===== src/rtl/muldiv_pkg.sv =====
// Shared definitions for the iterative multiply/divide unit:
// operation encoding, FSM state encoding and default widths.
package muldiv_pkg;

   localparam int MD_WIDTH = 32;
   localparam int MD_CNT_W = 5;

   localparam logic [1:0] OP_MULT  = 2'd0;
   localparam logic [1:0] OP_MULTU = 2'd1;
   localparam logic [1:0] OP_DIV   = 2'd2;
   localparam logic [1:0] OP_DIVU  = 2'd3;

   typedef enum logic [1:0] {
      ST_IDLE = 2'd0,
      ST_CALC = 2'd1,
      ST_FIX  = 2'd2
   } state_t;

   function automatic logic is_div_op(input logic [1:0] op);
      return (op == OP_DIV) || (op == OP_DIVU);
   endfunction

endpackage


===== src/rtl/muldiv_sign_fix.sv =====
// Final sign correction of a magnitude result.
// Multiply: the whole 2W-bit product is negated when the signs differed.
// Divide: the quotient (low half) follows sign_q, the remainder (high half)
// follows the dividend sign sign_r.
module muldiv_sign_fix
   import muldiv_pkg::*;
#(
   parameter int WIDTH = MD_WIDTH
) (
   input  logic                 sign_q,
   input  logic                 sign_r,
   input  logic                 is_div,
   input  logic [2*WIDTH-1:0]   raw,
   output logic [WIDTH-1:0]     hi,
   output logic [WIDTH-1:0]     lo
);

   logic [2*WIDTH-1:0] prod_fixed;

   assign prod_fixed = sign_q ? -raw : raw;

   // Select per-half negation for divide or whole-product negation for multiply
   always_comb begin
      // NOTE: every output of a combinational block gets a value on every path, or a latch is inferred.
      hi = prod_fixed[2*WIDTH-1:WIDTH];
      lo = prod_fixed[WIDTH-1:0];
      if (is_div) begin
         lo = sign_q ? -raw[WIDTH-1:0]       : raw[WIDTH-1:0];
         hi = sign_r ? -raw[2*WIDTH-1:WIDTH] : raw[2*WIDTH-1:WIDTH];
      end
   end

endmodule


===== src/rtl/muldiv_unit.sv =====
// Iterative MIPS mult/multu/div/divu unit, one result bit per cycle.
// Sequence: IDLE (accept start) -> CALC (WIDTH steps) -> FIX (sign fix,
// write hi/lo) -> IDLE with a one-cycle done pulse.
// A single 2W-bit accumulator serves both operations:
//   multiply: {partial product, multiplier}, shifted right each step;
//   divide:   {remainder, dividend/quotient}, shifted left each step.
module muldiv_unit
   import muldiv_pkg::*;
#(
   parameter int WIDTH = MD_WIDTH,
   parameter int CNT_W = MD_CNT_W
) (
   input  logic             clk,
   input  logic             rst,
   input  logic             mul_start,
   input  logic             mulu_start,
   input  logic             div_start,
   input  logic             divu_start,
   input  logic [WIDTH-1:0] a,
   input  logic [WIDTH-1:0] b,
   output logic             busy,
   output logic             done,
   output logic [WIDTH-1:0] hi,
   output logic [WIDTH-1:0] lo,
   output logic             div_zero
);

   state_t               state;
   logic [CNT_W-1:0]     cnt;
   logic [1:0]           op_q;
   logic [2*WIDTH-1:0]   acc;
   logic [WIDTH-1:0]     opnd_q;    // multiplicand or divisor magnitude
   logic                 sign_q;
   logic                 sign_r;
   logic                 dz_q;

   logic                 any_start;
   logic [1:0]           start_op;
   logic                 start_signed;
   logic                 start_is_div;
   logic                 a_neg;
   logic                 b_neg;
   logic [WIDTH-1:0]     a_mag;
   logic [WIDTH-1:0]     b_mag;

   logic [WIDTH:0]       mul_sum;
   logic [WIDTH:0]       rem_sh;
   logic                 div_ok;
   logic [WIDTH-1:0]     div_rem;
   logic [2*WIDTH-1:0]   step_next;

   logic [WIDTH-1:0]     fix_hi;
   logic [WIDTH-1:0]     fix_lo;

   assign any_start = div_start | divu_start | mul_start | mulu_start;
   assign busy      = (state != ST_IDLE) | any_start;

   // Resolve simultaneous strobes: div > divu > mul > mulu
   always_comb begin
      start_op = OP_MULTU;
      if (div_start)
         start_op = OP_DIV;
      else if (divu_start)
         start_op = OP_DIVU;
      else if (mul_start)
         start_op = OP_MULT;
   end

   assign start_signed = (start_op == OP_MULT) || (start_op == OP_DIV);
   assign start_is_div = is_div_op(start_op);
   assign a_neg        = start_signed & a[WIDTH-1];
   assign b_neg        = start_signed & b[WIDTH-1];
   assign a_mag        = a_neg ? -a : a;
   assign b_mag        = b_neg ? -b : b;

   // One shift-add or restoring-division step on the accumulator
   always_comb begin
      mul_sum   = {1'b0, acc[2*WIDTH-1:WIDTH]} + (acc[0] ? {1'b0, opnd_q} : '0);
      rem_sh    = {acc[2*WIDTH-1:WIDTH], acc[WIDTH-1]};
      div_ok    = rem_sh >= {1'b0, opnd_q};
      div_rem   = rem_sh[WIDTH-1:0] - opnd_q;
      step_next = {mul_sum, acc[WIDTH-1:1]};
      if (is_div_op(op_q))
         step_next = {(div_ok ? div_rem : rem_sh[WIDTH-1:0]), acc[WIDTH-2:0], div_ok};
   end

   muldiv_sign_fix #(
      .WIDTH (WIDTH)
   ) u_sign_fix (
      .sign_q (sign_q),
      .sign_r (sign_r),
      .is_div (is_div_op(op_q)),
      .raw    (acc),
      .hi     (fix_hi),
      .lo     (fix_lo)
   );

   // Control FSM with iteration counter, datapath registers and result outputs
   always_ff @(posedge clk) begin
      // NOTE: sequential state uses non-blocking assignments so every register samples pre-edge values.
      if (!rst) begin
         state    <= ST_IDLE;
         cnt      <= '0;
         op_q     <= OP_MULT;
         acc      <= '0;
         opnd_q   <= '0;
         sign_q   <= 1'b0;
         sign_r   <= 1'b0;
         dz_q     <= 1'b0;
         busy_unused_guard: begin end
         done     <= 1'b0;
         hi       <= '0;
         lo       <= '0;
         div_zero <= 1'b0;
      end else begin
         done <= 1'b0;
         case (state)
            ST_IDLE: begin
               if (any_start) begin
                  op_q     <= start_op;
                  cnt      <= '0;
                  div_zero <= 1'b0;
                  dz_q     <= start_is_div && (b == '0);
                  sign_r   <= a_neg;
                  // With a zero divisor the quotient must stay all ones, so it
                  // is never negated; the remainder path still restores a.
                  sign_q   <= (a_neg ^ b_neg) & ~(start_is_div && (b == '0));
                  if (start_is_div) begin
                     acc    <= {{WIDTH{1'b0}}, a_mag};
                     opnd_q <= b_mag;
                  end else begin
                     acc    <= {{WIDTH{1'b0}}, b_mag};
                     opnd_q <= a_mag;
                  end
                  state <= ST_CALC;
               end
            end
            ST_CALC: begin
               acc <= step_next;
               cnt <= cnt + 1'b1;
               if (cnt == CNT_W'(WIDTH - 1))
                  state <= ST_FIX;
            end
            ST_FIX: begin
               hi       <= fix_hi;
               lo       <= fix_lo;
               div_zero <= dz_q;
               done     <= 1'b1;
               state    <= ST_IDLE;
            end
            default: state <= ST_IDLE;
         endcase
      end
   end

endmodule


===== config.mk =====
export PLATFORM = sky130hd
export DESIGN_NAME = muldiv_unit
export DESIGN_NICKNAME = d
export VERILOG_FILES = /design/src/rtl/muldiv_pkg.sv /design/src/rtl/muldiv_sign_fix.sv /design/src/rtl/muldiv_unit.sv
export SDC_FILE = /design/constraint.sdc
export NUM_CORES = 1
export LEC_CHECK = 0
export ABC_AREA = 1
export BUFFER_PORTS_ARGS = -buffer_cell sky130_fd_sc_hd__buf_2
export CORE_MARGIN = 3
export CORE_UTILIZATION = 35
export DETAILED_ROUTE_END_ITERATION = 12
export PLACE_DENSITY = 0.61
export SLEW_MARGIN = 25
export SYNTH_ARGS = -nofsm -noshare
export SYNTH_HDL_FRONTEND = slang
export SYNTH_SLANG_ARGS = --single-unit

===== constraint.sdc =====
create_clock -name clk -period 6.4 [get_ports clk]
set_clock_uncertainty 0.05 [all_clocks]
set_input_delay 0.96 -clock clk [delete_from_list [all_inputs] [get_ports clk]]
set_output_delay 0.96 -clock clk [all_outputs]
set_load 0.05 [all_outputs]

==> results of run 1 <==
routing by layer:
metal  GRT usage (%)  wire length [µm]
met1            36.6             31700
met4            7.64              1920
met5               0                 9
met2            36.9             28100
met3            4.40              5920
placed cells by master, fill, tap and decap left out, drive strengths merged:
cell / instances
xnor2: 13
o22ai: 4
inv: 430
clkinv: 9
and3: 1
clkbuf: 18
o31ai: 6
a21o: 2
a22oi: 10
dfxtp: 173
ha: 70
o21bai: 11
o21a: 9
a211oi: 3
nor2: 330
nor4: 6
and2: 3
o211ai: 25
a221oi: 1
a21boi: 3
or2: 16
o221ai: 13
nand4: 36
nand3: 248
xor2: 82
nor3: 32
o21ai: 230
nand3b: 16
buf: 151
a31oi: 20
nand2: 838
fa: 2
a21oi: 250
a32o: 1
worst max path at each step:
stage,startpoint,endpoint
after floorplan,divu_start,acc[46]$_SDFFE_PN0P_
after global placement,divu_start,acc[5]$_SDFFE_PN0P_
after detailed placement,divu_start,acc[11]$_SDFFE_PN0P_
after CTS,divu_start,acc[11]$_SDFFE_PN0P_
after global routing,divu_start,acc[11]$_SDFFE_PN0P_
final,divu_start,acc[11]$_SDFFE_PN0P_
power by group:
part           switching, W  total (W)  internal (W)  leakage, nW
clock              0.000555    0.00108      0.000529        0.290
sequential         0.000171    0.00133       0.00116         1.41
combinational       0.00167    0.00238      0.000711         7.70
total               0.00239    0.00479       0.00240         9.40
worst max-delay path: stages:
cell,delay (ps)
buf_2,120
nor2_4,540
nand3_1,180
nand3_1,700
inv_2,390
nor2_4,660
inv_2,490
o21ai_0,320
a31oi_1,70
Yosys cell counts (all sizes together) (3+ instances only):
library cell / number / share of area [%]
inv: 422 / 9.2
nor4: 6 / 0.22
o21ai: 230 / 6.7
nor3: 32 / 1.0
o21a: 9 / 0.39
nand4: 36 / 1.3
a21oi: 250 / 7.6
o31ai: 6 / 0.26
dfxtp: 173 / 20
o221ai: 13 / 0.66
clkbuf: 75 / 1.6
nand3: 248 / 8.1
o211ai: 25 / 1.1
o22ai: 4 / 0.14
nor2: 330 / 7.8
a22oi: 10 / 0.43
nand2: 838 / 19
clkinv: 3 / 0.065
nand3b: 16 / 0.72
xnor2: 13 / 0.66
a31oi: 20 / 0.72
xor2: 82 / 4.2
and2: 3 / 0.11
a21boi: 3 / 0.13
buf: 37 / 1.4
a211oi: 3 / 0.13
o21bai: 11 / 0.54
ha: 70 / 5.1
or2: 16 / 0.58
cell families after synthesis:
family	count (synthesis)	share of synthesized area (%)
buffers and inverters	537	12.3
AOI/OAI and AO/OA	588	19.0
DFF	173	20.0
xor gates and xnor gates	95	4.81
and+or+nand+nor	1526	38.5
adders and majority gates	72	5.30
area by class of cell:
class	instances	share of cell area [%]
repair buffers	151	4.19
flip-flops and latches	173	18.3
well taps	656	4.32
inverters	425	8.42
multi-input cells	2281	61.7
clock inverters	14	0.883
clock buffers	18	2.26
per-stage QoR:
| step | instance area [µm²] | worst slack, ps | hold WS [ps] | std cells | total power [W] |
|---|---|---|---|---|---|
| final | 19000 | 2220 | 421 | 3718 | 0.00479 |
| after global routing | 19000 | 2020 | 443 | 3718 | 0.00511 |
| after CTS | 19000 | 2390 | 426 | 3718 | 0.00475 |
| after detailed placement | 18400 | 1940 | 398 | 3686 | 0.00367 |
| after global placement | 18400 | 2030 | 402 | 3686 | 0.00367 |
| after floorplan | 17300 | 3680 | 384 | 2991 | 0.00305 |
sequential cells by signal, summed over array words and instances (netlist names):
signal,flops
sign_r,1
acc,64
hi,32
div_zero,1
state,2
sign_q,1
opnd_q,32
op_q,1
done,1
lo,32
cnt,5
dz_q,1
==> results.md, run 1 <==
* Worst slew margin at 35.5%
* DR iter-0 viols at 2233
* Most used DFF post-synth: dfxtp_1
* Die X at 228 µm
* Setup Viol. Count Final at 0
* Tmin final at 4180 ps
* Hold path endpoint: cnt[3]$_SDFFE_PN0P_
* Initial antenna violation count at 1
* Post-synth EDFFs at 0
* Worst-margin pin slew at 965 ps
* Longest Clk Path Bufs at 2
* Final wirelength at 67.7 mm
* First-pass GRT wire length at 103 mm
* Hold path depth at 2
* Final Wtd Congestion at 0.994
* Post-layout nets at 3191
* Final antenna-violating net count at 0
* Core area at 48200 µm²
* Worst skew pair latency at 480 ps
* Fin. max-slew vios at 0
* DR WL/cell at 18.2 µm
* Reg2reg start: cnt[0]$_SDFFE_PN0P_
* Fill cells at 5521
* Crit. End Element: register
* Critical Path Start Type: primary input
* Clock buffer count from CTS at 17
* Hold Crit Class: register to register
* TritonRoute pass-1 iters at 8
* Fraction of registers with async set or reset after synthesis at 0%
* RSZ-0062 raised after global routing: false
* Post-Syn Instances at 2991
* Post-CTS Resized at 0
* Residual DRC at 0
* Die H at 228 µm
* Yosys reg bits at 173
* Largest net degree at the start of global routing at 69
* Row count at 80
* R2r setup slk at 2590 ps
* FF+latch area at 3470 µm²
* Crit share post-route at 65.3%
* Synthesized area per cell at 5.78 µm²
* Clk slew on worst S/H paths at 90 ps
* Finished Core Util at 39.4%
* FF-to-FF path depth at 12
* Post-Syn Nets at 3133
* Ant. Diodes at 0
* Via count at 19.6k
* Crit path arrival time at 4460 ps
* Share of the yosys chip area belonging to registers at 20.0%
* Vias per cell at 5.28
* Status: completed
* Worst hold start: cnt[3]$_SDFFE_PN0P_
* Max Cap Viol at 0
* CTS tree: yes
* Final-report hold violation count at 0
* Synth unique cells at 56
* Pwr dens at 252 nW/µm²
* Fmax at 0.239 GHz
* Area Growth Syn to Fin at 9.82%
* Initial Util at 35.8%
* Hpwl dp at 53.6 mm
* CP required at 6680 ps
* Synth Warn # at 0
* Number of port buffers at 136
* Maximum vdd ir drop at 0.233 mV
* Worst Setup Path Type: primary input to register
* Total gr overflow at 0
* Setup Buffers After CTS at 0
* CP max FO at 45
* CTS sink count at 173
* Leak Pwr at 9.40 nW
* Setup TNS at 0 ps
* Worst R2R End: acc[11]$_SDFFE_PN0P_
* Die area at 52100 µm²
* Synthesized area at 17300 µm²
* Hold buffer count at cts at 0
* Area of the multi-input gates at 11700 µm²
* Vias in the first global route at 17.6k
* Share of layout cells above drive strength 1 at 10.3%
* H-tree Lvls at 4
* GRT Util Overall at 24.9%
* Root buffer cell: clkbuf_16
* I/O pin cnt at 137
Note: power is estimated with default switching activity, not from simulation.
==> run 2, diff against run 1 <==
- ABC_AREA: 1 -> 0
- PLACE_DENSITY: 0.61 -> 0.64
- clock period: 6.4 -> 3.78 ns (I/O delays scaled with it)
==> results.md, run 2 <==
* Status: completed
* Total gr overflow at 0 (unchanged)
* Max reg flops at 64 (unchanged)
* Synth unique cells at 80 (+43%)
* Initial antenna violation count at 1 (unchanged)
* Hold buffer count at cts at 0 (unchanged)
* Worst skew pair latency at 460 ps (-20 ps)
* Fraction of registers with async set or reset after synthesis at 0% (unchanged)
* TritonRoute pass-1 iters at 6 (-2)
* Worst slew margin at 46.9% (+11 points)
* Commonest non-fill, non-tap cells in the layout: nor2_1 (201), a21oi_1 (184), nand2_1 (175), dfxtp_1 (171), o21ai_0 (144)
* Share of the synthesized area in the top cell type at 24.8% (+4.7 points)
* Share of layout cells above drive strength 1 at 15.3% (+5.1 points)
* Hpwl dp at 41.8 mm (-22%)
* Gate power share at 36.2% (-13 points)
* Die H at 206 µm (-9.8%)
* Area Growth Syn to Fin at 16.8%
* Part of the power in registers at 32.3% (+4.5 points)
* Leak Pwr at 6.70 nW (-29%)
* Worst-margin pin slew at 796 ps (-169 ps)
* DR WL/cell at 21.0 µm (+15%)
* Most common cell on crit path: o21ai_0
* Internal at 0.00392 W (+64%)
* Maximum vdd ir drop at 0.282 mV (+21%)
* Final hold slack at 400 ps (-20.9 ps)
* Hold Crit Class: register to register
* Largest net degree at the start of global routing at 120 (+74%)
* Clk network pwr share at 31.5% (+8.9 points)
* Most used DFF post-synth: dfxtp_1
* Post-Syn Nets at 2030 (-35%)
* Critical Path Start Type: register
* Crit share post-route at 96.8%
* Initial Util at 35.8% (-0.068 points)
* Pwr dens at 388 nW/µm² (+54%)
* Residual DRC at 0 (unchanged)
* Post-synth EDFFs at 0 (unchanged)
* I/O pin cnt at 137 (unchanged)
* Setup TNS at 0 ps (unchanged)
* Biggest register: acc
* Core area at 39100 µm² (-19%)
* Via count at 15.0k (-24%)
* Vias in the first global route at 13.6k (-23%)
* Final wirelength at 53.5 mm (-21%)
* Die X at 206 µm (-9.8%)
* Fin. max-slew vios at 0 (unchanged)
* Max Cap Viol at 0 (unchanged)
* Vias per cell at 5.86 (+11%)
* Synth Warn # at 0 (unchanged)
* Die area at 42400 µm² (-19%)
* Sw Pwr at 0.00242 W (+1.2%)
* Number of port buffers at 136 (unchanged)
* Post-layout nets at 2165 (-32%)
* Most common cell after layout, fill and taps aside: nor2_1
* Final antenna-violating net count at 0 (unchanged)
* Fmax at 0.273 GHz
* Synthesized area at 14000 µm² (-19%)
* Power, Total at 0.00634 W (+32%)
* Clk slew on worst S/H paths at 80 ps (about the same)
* Count leader, synth: nor2_1
* Max incr delay on CP at 430 ps (-270 ps)
* Share of the yosys chip area belonging to registers at 24.8% (+4.7 points)
* Most instantiated cells after synthesis: nor2_1 (202), a21oi_1 (185), nand2_1 (175)
* Yosys top cell by area: dfxtp_1
* CP max FO at 30 (-33%)
* DR iter-0 viols at 1524 (-32%)
* Finished Cell Area at 16300 µm² (-14%)
* GRT Util Overall at 24.4% (-0.52 points)
* Final Wtd Congestion at 0.965 (-2.9%)
* CP required at 4090 ps (-2590 ps)
* First-pass GRT wire length at 80.4 mm (-22%)
* Worst Setup Path Type: register to register
* CTS tree: yes
* Area contributors post-synth: dfxtp_1 (25%), a21oi_1 (6.6%), ha_1 (6.3%)
* Final-report hold violation count at 0 (unchanged)
* Yosys reg bits at 173 (unchanged)
* Synthesized area per cell at 7.41 µm² (+28%)
* Post-Syn Instances at 1888 (-37%)
* H-tree Lvls at 4 (unchanged)
* Row count at 72 (-10%)
* Ant. Diodes at 0 (unchanged)
* Critical-path cell with the highest stage delay: o21ai_0
* RSZ-0062 raised after global routing: false
* Switching part of the total at 38.2% (-12 points)
* Longest Clk Path Bufs at 2 (unchanged)
* Setup Viol. Count Final at 0 (unchanged)
* Crit path arrival time at 3970 ps (-490 ps)
* CTS sink count at 173 (unchanged)
* Placed cell area at 15700 µm² (-15%)
* Tmin final at 3660 ps
* Crit. End Element: register
* Clock buffer count from CTS at 17 (unchanged)
* Root buffer cell: clkbuf_16
* CP cell instances: inv_1, buf_12, nor2_1, ha_1, o21ai_0, o21ai_0, a21oi_1, o21ai_0, o41ai_2, o21ai_0, a21boi_0, xnor2_1, a221o_1
==> run 2: cell count changes after synthesis, moves of 71 or more <==
cell,change
o21ai_0,-76
xnor2_1,+71
inv_1,-349
nand2_1,-635
nand3_1,-185
nor2_1,-104
==> run 2: worst paths after layout <==
| kind | from | to | slack [ps] | depth (start not counted) |
|---|---|---|---|---|
| hold / removal | hi[26]$_SDFFE_PN0P_ | hi[26]$_SDFFE_PN0P_ | 400 | 2 |
| setup reg to reg | acc[0]$_SDFFE_PN0P_ | acc[46]$_SDFFE_PN0P_ | 120 | 13 |
| setup / recovery | acc[0]$_SDFFE_PN0P_ | acc[46]$_SDFFE_PN0P_ | 120 | 13 |
| hold reg to reg | hi[26]$_SDFFE_PN0P_ | hi[26]$_SDFFE_PN0P_ | 400 | 2 |
==> run 2: kinds of logic after synthesis <==
kind of cell | count (synthesis) | synth area share [%]
simple gates | 630 | 21.6
compound gates | 614 | 28.0
buf+inv | 182 | 5.00
flops | 173 | 24.8
xor+xnor | 166 | 10.4
fa+ha+maj | 72 | 6.55
mux | 51 | 3.68
==> run 2: metrics by stage <==
stage	instances	util (%)	worst slack, ps
after floorplan	1888	-	483
after global placement	2522	40.1	194
after detailed placement	2522	40.1	137
after CTS	2554	41.7	96.4
after global routing	2554	41.8	43.5
final	2554	41.8	121
==> run 2: per-layer routing <==
metal	global-route usage (%)	share of wire, %	vias to the layer above
met3	4.68	8.6	59
met5	0	0	-
met2	36.5	43	649
met4	6.74	2.5	0
li1	-	-	7153
met1	35.7	46	7113
==> run 2: repair_timing <==
| action | 4_1_cts | 5_1_grt |
|---|---|---|
| resized for setup | 0 | 5 |
| setup buffers | 0 | 0 |
| endpoints found under the setup margin | 0 | 8 |
==> run 2: area by class of cell <==
type                       count  area (µm²)
fill                        4077       22800
multi-input combinational   1533        9870
sequential                   173        3470
timing repair buffer         235        1460
tap                          518         648
clock buffer                  21         482
inverter                      63         238
clock inverter                11         168
==> run 2: power by group through the flow <==
| stage | sequential [W] | combinational, W | clock [W] |
|---|---|---|---|
| floorplan | 0.00203 | 0.00150 | 0 |
| global placement | 0.00208 | 0.00222 | 0 |
| detailed placement | 0.00209 | 0.00223 | 0 |
| CTS | 0.00204 | 0.00224 | 0.00203 |
| global route | 0.00206 | 0.00249 | 0.00209 |
| finish | 0.00205 | 0.00230 | 0.00200 |
==> run 2: critical path: cells and delay by family, from the launching register on <==
kind	cells	cell delay (ps)
AND/OR/NAND/NOR	1	100
AO/OA/AOI/OAI	8	2110
flip-flops	1	370
adder cells (fa/ha/maj)	1	350
XOR/XNOR	1	170
buffers and inverters	2	390
